===== src/rtl/piano_voice_alloc_if.sv =====
// Note-event bus feeding the voice allocator: valid/ready handshake
// carrying press/release, note id and octave.
interface piano_voice_alloc_if #(
   parameter int NOTE_W = 4,
   parameter int OCT_W  = 3
) ();
   logic              ev_valid;
   logic              ev_ready;
   logic              ev_press;
   logic [NOTE_W-1:0] ev_note;
   logic [OCT_W-1:0]  ev_octave;

   // Event source (keyboard decode / note mapping side)
   modport master (
      output ev_valid,
      output ev_press,
      output ev_note,
      output ev_octave,
      input  ev_ready
   );

   // Event sink (voice allocator side)
   modport slave (
      input  ev_valid,
      input  ev_press,
      input  ev_note,
      input  ev_octave,
      output ev_ready
   );
endinterface


===== src/rtl/piano_voice_alloc.sv =====
// Polyphonic voice allocator. Each accepted note event is resolved by a
// one-slot-per-cycle scan (match / lowest free / oldest) followed by a
// commit cycle; voice outputs are registered copies of the slot state.
// Optional feature macro: PIANO_SUSTAIN_EN (adds the sustain pedal input,
// per-slot release-held flag and deferred release on pedal up).
module piano_voice_alloc #(
   parameter int NUM_VOICES = 4,
   parameter int NOTE_W     = 4,
   parameter int OCT_W      = 3
) (
   input  logic                             CLK100MHZ,
   input  logic                             CPU_RESETN,
   piano_voice_alloc_if.slave               ev_bus,
`ifdef PIANO_SUSTAIN_EN
   input  logic                             sustain,
`endif
   output logic [NUM_VOICES-1:0]            voice_active,
   output logic [NUM_VOICES*NOTE_W-1:0]     voice_note,
   output logic [NUM_VOICES*OCT_W-1:0]      voice_octave,
   output logic [NUM_VOICES-1:0]            voice_trig,
   output logic                             steal_pulse,
   output logic [$clog2(NUM_VOICES+1)-1:0]  active_count
);

   localparam int IDX_W = (NUM_VOICES > 1) ? $clog2(NUM_VOICES) : 1;
   localparam int AGE_W = IDX_W;
   localparam int CNT_W = $clog2(NUM_VOICES + 1);
   localparam logic [AGE_W-1:0] AGE_MAX  = AGE_W'(NUM_VOICES - 1);
   localparam logic [IDX_W-1:0] IDX_LAST = IDX_W'(NUM_VOICES - 1);

   typedef enum logic [1:0] {
      S_IDLE,
      S_SCAN,
      S_COMMIT
   } state_t;

   state_t            state_reg;
   logic [IDX_W-1:0]  idx_reg;

   // Event latched on the accepting edge
   logic              lat_press_reg;
   logic [NOTE_W-1:0] lat_note_reg;
   logic [OCT_W-1:0]  lat_oct_reg;

   // Scan results
   logic              hit_found_reg;
   logic [IDX_W-1:0]  hit_idx_reg;
   logic              free_found_reg;
   logic [IDX_W-1:0]  free_idx_reg;
   logic              old_found_reg;
   logic [IDX_W-1:0]  old_idx_reg;
   logic [AGE_W-1:0]  old_age_reg;

   // Per-slot state; held in flops because commit touches every age at once
   logic              slot_active_reg [NUM_VOICES];
   logic [NOTE_W-1:0] slot_note_reg   [NUM_VOICES];
   logic [OCT_W-1:0]  slot_oct_reg    [NUM_VOICES];
   logic [AGE_W-1:0]  slot_age_reg    [NUM_VOICES];

   // Commit-cycle pulses, forwarded to the outputs one cycle later
   logic [NUM_VOICES-1:0] trig_reg;
   logic                  steal_reg;

   logic [NUM_VOICES-1:0] slot_active_vec;
   logic [CNT_W-1:0]      count_next;
   logic [IDX_W-1:0]      commit_idx;
   logic                  note_ok;

   // Note ids 1..12 are real keys; 0 and 13+ are special or ignored
   function automatic logic note_in_range(input logic [NOTE_W-1:0] n);
      return (32'(n) >= 32'd1) && (32'(n) <= 32'd12);
   endfunction

`ifdef PIANO_SUSTAIN_EN
   logic sus_reg;
   logic sus_pend_reg;
   logic slot_held_reg [NUM_VOICES];
   logic sus_service;

   // Pending pedal-up release is serviced in an IDLE cycle, blocking intake
   assign sus_service     = (state_reg == S_IDLE) && sus_pend_reg;
   assign ev_bus.ev_ready = (state_reg == S_IDLE) && !sus_pend_reg;

   // Pedal delay register and falling-edge pending flag
   always_ff @(posedge CLK100MHZ) begin
      if (!CPU_RESETN) begin
         sus_reg      <= 1'b0;
         sus_pend_reg <= 1'b0;
      end else begin
         sus_reg      <= sustain;
         sus_pend_reg <= (sus_pend_reg && !sus_service) || (sus_reg && !sustain);
      end
   end
`else
   assign ev_bus.ev_ready = (state_reg == S_IDLE);
`endif

   // Flatten slot activity for the popcount
   for (genvar gi = 0; gi < NUM_VOICES; gi++) begin : g_active_vec
      assign slot_active_vec[gi] = slot_active_reg[gi];
   end

   // Population count of the slot activity flags
   always_comb begin
      count_next = '0;
      for (int i = 0; i < NUM_VOICES; i++) begin
         count_next = count_next + CNT_W'(slot_active_vec[i]);
      end
   end

   // Target slot for a press: retrigger match, else lowest free, else oldest
   always_comb begin
      note_ok = note_in_range(lat_note_reg);
      if (hit_found_reg) begin
         commit_idx = hit_idx_reg;
      end else if (free_found_reg) begin
         commit_idx = free_idx_reg;
      end else begin
         commit_idx = old_idx_reg;
      end
   end

   // Allocation FSM: accept event, scan slots, commit the action
   always_ff @(posedge CLK100MHZ) begin
      if (!CPU_RESETN) begin
         state_reg      <= S_IDLE;
         idx_reg        <= '0;
         lat_press_reg  <= 1'b0;
         lat_note_reg   <= '0;
         lat_oct_reg    <= '0;
         hit_found_reg  <= 1'b0;
         hit_idx_reg    <= '0;
         free_found_reg <= 1'b0;
         free_idx_reg   <= '0;
         old_found_reg  <= 1'b0;
         old_idx_reg    <= '0;
         old_age_reg    <= '0;
         trig_reg       <= '0;
         steal_reg      <= 1'b0;
         for (int i = 0; i < NUM_VOICES; i++) begin
            slot_active_reg[i] <= 1'b0;
            slot_note_reg[i]   <= '0;
            slot_oct_reg[i]    <= '0;
            slot_age_reg[i]    <= '0;
`ifdef PIANO_SUSTAIN_EN
            slot_held_reg[i]   <= 1'b0;
`endif
         end
      end else begin
         trig_reg  <= '0;
         steal_reg <= 1'b0;
         case (state_reg)
            S_IDLE: begin
`ifdef PIANO_SUSTAIN_EN
               if (sus_service) begin
                  for (int i = 0; i < NUM_VOICES; i++) begin
                     if (slot_held_reg[i]) begin
                        slot_active_reg[i] <= 1'b0;
                        slot_held_reg[i]   <= 1'b0;
                     end
                  end
               end
`endif
               if (ev_bus.ev_valid && ev_bus.ev_ready) begin
                  lat_press_reg  <= ev_bus.ev_press;
                  lat_note_reg   <= ev_bus.ev_note;
                  lat_oct_reg    <= ev_bus.ev_octave;
                  hit_found_reg  <= 1'b0;
                  free_found_reg <= 1'b0;
                  old_found_reg  <= 1'b0;
                  hit_idx_reg    <= '0;
                  free_idx_reg   <= '0;
                  old_idx_reg    <= '0;
                  old_age_reg    <= '0;
                  idx_reg        <= '0;
                  state_reg      <= S_SCAN;
               end
            end

            S_SCAN: begin
               if (slot_active_reg[idx_reg]) begin
                  if (!hit_found_reg &&
                      slot_note_reg[idx_reg] == lat_note_reg &&
                      slot_oct_reg[idx_reg] == lat_oct_reg) begin
                     hit_found_reg <= 1'b1;
                     hit_idx_reg   <= idx_reg;
                  end
                  // strict compare keeps the lowest index on equal ages
                  if (!old_found_reg || slot_age_reg[idx_reg] > old_age_reg) begin
                     old_found_reg <= 1'b1;
                     old_idx_reg   <= idx_reg;
                     old_age_reg   <= slot_age_reg[idx_reg];
                  end
               end else if (!free_found_reg) begin
                  free_found_reg <= 1'b1;
                  free_idx_reg   <= idx_reg;
               end
               if (idx_reg == IDX_LAST) begin
                  state_reg <= S_COMMIT;
               end else begin
                  idx_reg <= idx_reg + IDX_W'(1);
               end
            end

            S_COMMIT: begin
               state_reg <= S_IDLE;
               if (lat_press_reg) begin
                  if (note_ok) begin
                     steal_reg <= !hit_found_reg && !free_found_reg;
                     for (int i = 0; i < NUM_VOICES; i++) begin
                        if (IDX_W'(i) == commit_idx) begin
                           slot_active_reg[i] <= 1'b1;
                           slot_note_reg[i]   <= lat_note_reg;
                           slot_oct_reg[i]    <= lat_oct_reg;
                           slot_age_reg[i]    <= '0;
                           trig_reg[i]        <= 1'b1;
`ifdef PIANO_SUSTAIN_EN
                           slot_held_reg[i]   <= 1'b0;
`endif
                        end else if (slot_active_reg[i] && slot_age_reg[i] != AGE_MAX) begin
                           slot_age_reg[i] <= slot_age_reg[i] + AGE_W'(1);
                        end
                     end
                  end
               end else if (lat_note_reg == '0) begin
                  // all-notes-off ignores the pedal
                  for (int i = 0; i < NUM_VOICES; i++) begin
                     slot_active_reg[i] <= 1'b0;
`ifdef PIANO_SUSTAIN_EN
                     slot_held_reg[i]   <= 1'b0;
`endif
                  end
               end else if (note_ok && hit_found_reg) begin
`ifdef PIANO_SUSTAIN_EN
                  if (sus_reg) begin
                     slot_held_reg[hit_idx_reg] <= 1'b1;
                  end else begin
                     slot_active_reg[hit_idx_reg] <= 1'b0;
                     slot_held_reg[hit_idx_reg]   <= 1'b0;
                  end
`else
                  slot_active_reg[hit_idx_reg] <= 1'b0;
`endif
               end
            end

            default: state_reg <= S_IDLE;
         endcase
      end
   end

   // Output registers mirror slot state one cycle after commit
   always_ff @(posedge CLK100MHZ) begin
      if (!CPU_RESETN) begin
         voice_active <= '0;
         voice_note   <= '0;
         voice_octave <= '0;
         voice_trig   <= '0;
         steal_pulse  <= 1'b0;
         active_count <= '0;
      end else begin
         for (int i = 0; i < NUM_VOICES; i++) begin
            voice_active[i]                 <= slot_active_reg[i];
            voice_note[i*NOTE_W +: NOTE_W]  <= slot_note_reg[i];
            voice_octave[i*OCT_W +: OCT_W]  <= slot_oct_reg[i];
         end
         voice_trig   <= trig_reg;
         steal_pulse  <= steal_reg;
         active_count <= count_next;
      end
   end

endmodule

===== src/flat_wrapper.sv =====
// flat-port wrapper written by rule: the top's interface ports become plain ports
module piano_voice_alloc_flat 
#(
   parameter int NUM_VOICES = 4,
   parameter int NOTE_W     = 4,
   parameter int OCT_W      = 3
)
  (CLK100MHZ, CPU_RESETN, voice_active, voice_note, voice_octave, voice_trig, steal_pulse, active_count, ev_bus_ev_valid, ev_bus_ev_press, ev_bus_ev_note, ev_bus_ev_octave, ev_bus_ev_ready);
  piano_voice_alloc_if #(.NOTE_W(NOTE_W), .OCT_W(OCT_W)) ev_bus_i ();
  input  logic CLK100MHZ;
  input  logic CPU_RESETN;
  output logic [NUM_VOICES-1:0] voice_active;
  output logic [NUM_VOICES*NOTE_W-1:0] voice_note;
  output logic [NUM_VOICES*OCT_W-1:0] voice_octave;
  output logic [NUM_VOICES-1:0] voice_trig;
  output logic steal_pulse;
  output logic [$clog2(NUM_VOICES+1)-1:0] active_count;
  input wire logic [$bits(ev_bus_i.ev_valid)-1:0] ev_bus_ev_valid;
  input wire logic [$bits(ev_bus_i.ev_press)-1:0] ev_bus_ev_press;
  input wire logic [$bits(ev_bus_i.ev_note)-1:0] ev_bus_ev_note;
  input wire logic [$bits(ev_bus_i.ev_octave)-1:0] ev_bus_ev_octave;
  output wire logic [$bits(ev_bus_i.ev_ready)-1:0] ev_bus_ev_ready;
  assign ev_bus_i.ev_valid = ev_bus_ev_valid;
  assign ev_bus_i.ev_press = ev_bus_ev_press;
  assign ev_bus_i.ev_note = ev_bus_ev_note;
  assign ev_bus_i.ev_octave = ev_bus_ev_octave;
  assign ev_bus_ev_ready = ev_bus_i.ev_ready;
  piano_voice_alloc #(.NUM_VOICES(NUM_VOICES), .NOTE_W(NOTE_W), .OCT_W(OCT_W)) u_core (.CLK100MHZ(CLK100MHZ), .CPU_RESETN(CPU_RESETN), .ev_bus(ev_bus_i), .voice_active(voice_active), .voice_note(voice_note), .voice_octave(voice_octave), .voice_trig(voice_trig), .steal_pulse(steal_pulse), .active_count(active_count));
endmodule

===== config.mk =====
export PLATFORM = sky130hd
export DESIGN_NAME = piano_voice_alloc_flat
export DESIGN_NICKNAME = d
export VERILOG_FILES = /design/src/rtl/piano_voice_alloc_if.sv /design/src/rtl/piano_voice_alloc.sv /design/src/flat_wrapper.sv
export SDC_FILE = /design/constraint.sdc
export NUM_CORES = 1
export LEC_CHECK = 0
export BUFFER_PORTS_ARGS = -buffer_cell sky130_fd_sc_hd__buf_2
export CAP_MARGIN = 20
export CELL_PAD_IN_SITES_DETAIL_PLACEMENT = 2
export CELL_PAD_IN_SITES_GLOBAL_PLACEMENT = 2
export CORE_MARGIN = 2
export CORE_UTILIZATION = 40
export CTS_BUF_LIST = sky130_fd_sc_hd__clkbuf_8
export CTS_CLUSTER_SIZE = 25
export DETAILED_ROUTE_END_ITERATION = 10
export GPL_ROUTABILITY_DRIVEN = 0
export PLACE_DENSITY_LB_ADDON = 0.1
export SETUP_SLACK_MARGIN = 0.2
export SYNTH_ARGS = -nofsm -noshare
export SYNTH_HDL_FRONTEND = slang
export SYNTH_SLANG_ARGS = --single-unit

===== constraint.sdc =====
create_clock -name CLK100MHZ -period 3.2 [get_ports CLK100MHZ]
set_clock_uncertainty 0.05 [all_clocks]
set_input_delay 0.32 -clock CLK100MHZ [delete_from_list [all_inputs] [get_ports CLK100MHZ]]
set_output_delay 0.32 -clock CLK100MHZ [all_outputs]
set_load 0.1 [all_outputs]

==> impl.org <==
** Critical path
- Counting buffers and inverters, the worst setup path is 7 cells deep.
- Counting both buffers and inverters, the worst setup path holds a total of 0.
- Startpoint class of the critical path :: flop
- Arrival time worst endpoint :: 2.74 ns
- The critical path in this run is classified as reg -> reg.
- For the worst flop-to-flop path, the logic depth is 7.
- Among all stages on the critical path, the largest delay is contributed by sky130_fd_sc_hd__mux4_2.
- Cell-by-cell listing of the critical path :: mux4_2, ha_1, nor2b_1, o21ai_0, a32o_1, nand2_1, a21oi_1
- The worst register-to-register path ends at u_core.old_idx_reg[1]$_SDFFE_PN0P_.
- Of all nets on the critical path, the largest fanout is 4.
- Setup slack on the worst reg-to-reg path comes out at 0.74 ns.
- The worst setup path is captured at a flop.
- Req. time, crit path :: 3.47 ns
- For this run, the slowest stage of the critical path takes 0.56 ns.
- Kind of cell with the highest combined delay on the critical path :: compound AO/OA/AOI/OAI gates

** Timing
- Timing would allow up to 0.406 GHz.
- The number of failing hold endpoints at the final stage was 0.
- Smallest setup slack after layout :: 0.737 ns
- For the final routed database, the setup TNS stands at 0 ns.
- Final Slew Violations :: 0
- Remaining max-slew budget at the tightest pin :: 50.0%
- Of the available clock period, the critical path in the final layout requires 77.0%.
- At the pin with the least slew margin, the transition time is 0.748 ns.
- Setup violations remaining at the end of the flow were counted as 0.
- Setup repair after global routing missed its margin :: no
- Final period demand of the worst path :: 2.46 ns
- Minimum hold slack :: 0.124 ns

** Drt
- Ratio of routed vias to standard cells :: 5.17
- Post-DR wirelength/cell :: 19.3 um
- Residual antenna-violating net count after detailed routing :: 0
- Wires add up to 11.2 mm.
- Starting DRC count in detailed routing :: 129
- Detailed-route via count :: 2991
- Final routed DRC violation total :: 0
- DR pass1 iterations :: 4

** Worst hold path
- Class of the most critical hold timing path :: in -> reg
- The worst hold path was traced through 3 stages.
- Hold Crit Endpoint :: u_core.lat_note_reg[0]$_SDFFE_PN0P_
- The worst hold path begins at ev_bus_ev_note[0].

** Logic synthesis
- Warning count from the yosys run :: 0
- Total nets after synthesis :: 407
- Fraction of the mapped netlist area in compound gates :: 6.54%
- Yosys mapped a number of flops with a built-in enable equal to 36.
- After Yosys synthesis, full adders, half adders and majority gates account for 3.03% of the synthesized area.
- The synthesized design contains 110 register bits.
- Synth area leaders :: sky130_fd_sc_hd__dfxtp_1, sky130_fd_sc_hd__edfxtp_1, sky130_fd_sc_hd__and2_1
- After synthesis, the largest family of logic cells by area is simple AND/OR/NAND/NOR gates.
- The mapped netlist covers 4380 sq um.
- The synthesized design spends more area on one cell type than any other, namely sky130_fd_sc_hd__dfxtp_1.
- In the synthesized netlist the async set-or-reset flop fraction comes to 0%.
- Sequential cells were found to cover 58.5% of the synthesized design area.
- Measured against the total synthesized area, the mux share comes to 7.00%.
- Among all flip-flop cells after synthesis, the most frequent one is sky130_fd_sc_hd__dfxtp_1.
- The share of synthesized area in the top cell type comes to 33.8%.
- Counting distinct cell types in the post-synthesis netlist gives 45.
- Averaged over all synthesized cells, the footprint is 11.3 sq um.
- Xor/xnor share of the synthesized area :: 1.40%
- Simple logic cell fraction of the synthesized area :: 20.6%
- Gate count after technology mapping :: 386

** Clock network
- Number of buffers added to fix hold violations after cts :: 0
- Clock latency on the worst-skew pair, taken at its later pin, is 0.39 ns.
- Clock tree root driver cell :: sky130_fd_sc_hd__clkbuf_8
- For this design, the sink count on the clock tree is 110.
- Clock tree synthesis inserted a total of 9 buffers.
- Cts repair resizes :: 0
- In this run the number of H-tree levels came out at 3.
- Post CTS Setup Buffer Count :: 0
- Maximum count of clock buffers along a single path :: 2
- TritonCTS built the clock tree.
- After clock tree synthesis, the clock-pin slew on the worst setup and hold paths is 0.11 ns.

** Power and ir drop
- In this run the static leakage power is 2.06 nW.
- Peak supply drop :: 253 uV
- Cell area power density :: 533 nW/um^2
- Total power :: 2.65 mW

** Die
- Y dimension of the die :: 109 um
- The core region is 10700 sq um.
- In this run the horizontal extent of the chip is 109 um.
- 52 I/O pins were placed.
- For this configuration, the core starts out at a cell density of 40.7%.
- Core Rows :: 38
- The floorplan step defined a die boundary enclosing 11800 sq um.

** Final layout
- Layout cells sized above 1 :: 19.4%
- Synthesis-to-layout area growth :: 13.4%
- Diodes inserted :: 0
- Post-route insts no fill :: 579
- At the end of the flow, the number of nets in the layout was 455.

** Global routing
- The via count of the first global-routing pass came to 3264.
- Global routing usage summed across all routing layers :: 20.6%
- Initial antenna violation count :: 0
- The first global-routing pass estimated 17.9 mm of wire.
- Leftover overflow at the end of global routing :: 0
- Pin count of the biggest net entering global routing :: 43

** Outcome
- The flow ran to the end, and the final reports show no timing, DRC or antenna violations.

** Placement
- Total of buffers placed on input and output ports :: 51
- Including well taps, the total number of placed cells is 563.
- Worst Setup Slack post-DPL :: 0.755 ns
- Detailed placer's ending HPWL :: 8.10 mm

** Flow run
- Number of max-cap violations :: 0
[layer usage]
| metal | track usage [%] | vias up | wire length, um |
|---|---|---|---|
| met4 | 7.97 | 0 | 170 |
| met3 | 3.47 | 13 | 347 |
| li1 | - | 1422 | - |
| met2 | 35.7 | 54 | 5820 |
| met1 | 25.8 | 1502 | 4860 |
| met5 | 0 | - | 0 |
[worst max path at each step]
stage / startpoint / to
2_1_floorplan: u_core.state_reg[0]$_SDFFE_PN0P_ / u_core.old_age_reg[0]$_SDFFE_PN0P_
3_3_place_gp: flop / u_core.hit_idx_reg[0]$_SDFFE_PN0P_
3_5_place_dp: flop / u_core.old_age_reg[1]$_SDFFE_PN0P_
4_1_cts: flop / u_core.hit_idx_reg[0]$_SDFFE_PN0P_
5_1_grt: flop / u_core.old_idx_reg[1]$_SDFFE_PN0P_
6_report: flop / u_core.old_idx_reg[1]$_SDFFE_PN0P_
[logic make-up (layout without fill, tap and decap cells)]
kind of cell / after synthesis / in the layout
XOR/XNOR: 7 / 7
flip-flops: 110 / 110
multiplexers: 18 / 18
adder cells (fa/ha/maj): 10 / 10
buffers and inverters: 32 / 85
AND/OR/NAND/NOR: 164 / 164
AO/OA/AOI/OAI: 45 / 45
[cells in the final DEF (no fill, tap or decap), types with 2 or more instances in the layout]
cell	n
sky130_fd_sc_hd__clkinvlp_4	2
sky130_fd_sc_hd__nor2b_1	3
sky130_fd_sc_hd__nor3_1	2
sky130_fd_sc_hd__clkbuf_8	10
sky130_fd_sc_hd__nand2b_1	2
sky130_fd_sc_hd__dfxtp_1	74
sky130_fd_sc_hd__a22oi_1	4
sky130_fd_sc_hd__o21a_1	3
sky130_fd_sc_hd__ha_1	9
sky130_fd_sc_hd__edfxtp_1	36
sky130_fd_sc_hd__a21o_1	2
sky130_fd_sc_hd__nand3_1	6
sky130_fd_sc_hd__nor2_1	27
sky130_fd_sc_hd__buf_4	5
sky130_fd_sc_hd__o21ai_1	7
sky130_fd_sc_hd__mux4_2	10
sky130_fd_sc_hd__a2bb2oi_1	2
sky130_fd_sc_hd__inv_1	14
sky130_fd_sc_hd__xor2_1	3
sky130_fd_sc_hd__or4_1	4
sky130_fd_sc_hd__buf_2	51
sky130_fd_sc_hd__a21oi_1	18
sky130_fd_sc_hd__xnor2_1	4
sky130_fd_sc_hd__nor3_2	2
sky130_fd_sc_hd__nor4b_1	2
sky130_fd_sc_hd__mux2i_1	7
sky130_fd_sc_hd__nand2_1	36
sky130_fd_sc_hd__and3_1	2
sky130_fd_sc_hd__and2_1	70
sky130_fd_sc_hd__nand4_1	2
[worst reg2reg max path, stage by stage (launching register included)]
cell and delay [ns]:
sky130_fd_sc_hd__dfxtp_1 0.46, sky130_fd_sc_hd__mux4_2 0.56, sky130_fd_sc_hd__ha_1 0.32, sky130_fd_sc_hd__nor2b_1 0.13, sky130_fd_sc_hd__o21ai_0 0.34, sky130_fd_sc_hd__a32o_1 0.31, sky130_fd_sc_hd__nand2_1 0.08, sky130_fd_sc_hd__a21oi_1 0.14
[where the power goes]
part / leakage, nW / switching, mW / internal, mW / total, mW
combinational: 0.984 / 0.196 / 0.0700 / 0.266
sequential: 0.976 / 0.0351 / 1.48 / 1.51
clock: 0.0978 / 0.489 / 0.381 / 0.870
total: 2.06 / 0.719 / 1.93 / 2.65
[layout make-up]
class                   count  area [sq um]
clock inverters             6          61.3
flip-flops and latches    110          2560
fillers                  1141          5780
multi-input cells         244          1690
inverters                  13          48.8
clock buffers              10           138
repair buffers             56           293
well taps                 140           175
[Yosys cell counts, drive strengths merged, types with 3 or more instances]
library cell,n
nand3,6
inv,13
a22oi,4
nor3,4
clkbuf,17
dfxtp,74
nand2,36
mux4,10
o21a,3
ha,9
and2,70
a21oi,18
o21ai,8
xor2,3
nor2,27
edfxtp,36
or4,4
mux2i,7
nor2b,3
xnor2,4
[stage by stage]
step	area (sq um)	utilization [%]
6_report	4970	46.2
5_1_grt	4970	46.2
4_1_cts	4970	46.2
3_5_place_dp	4770	44.4
3_3_place_gp	4770	44.4
2_1_floorplan	4380	-
Note: power is estimated with default switching activity, not from simulation.
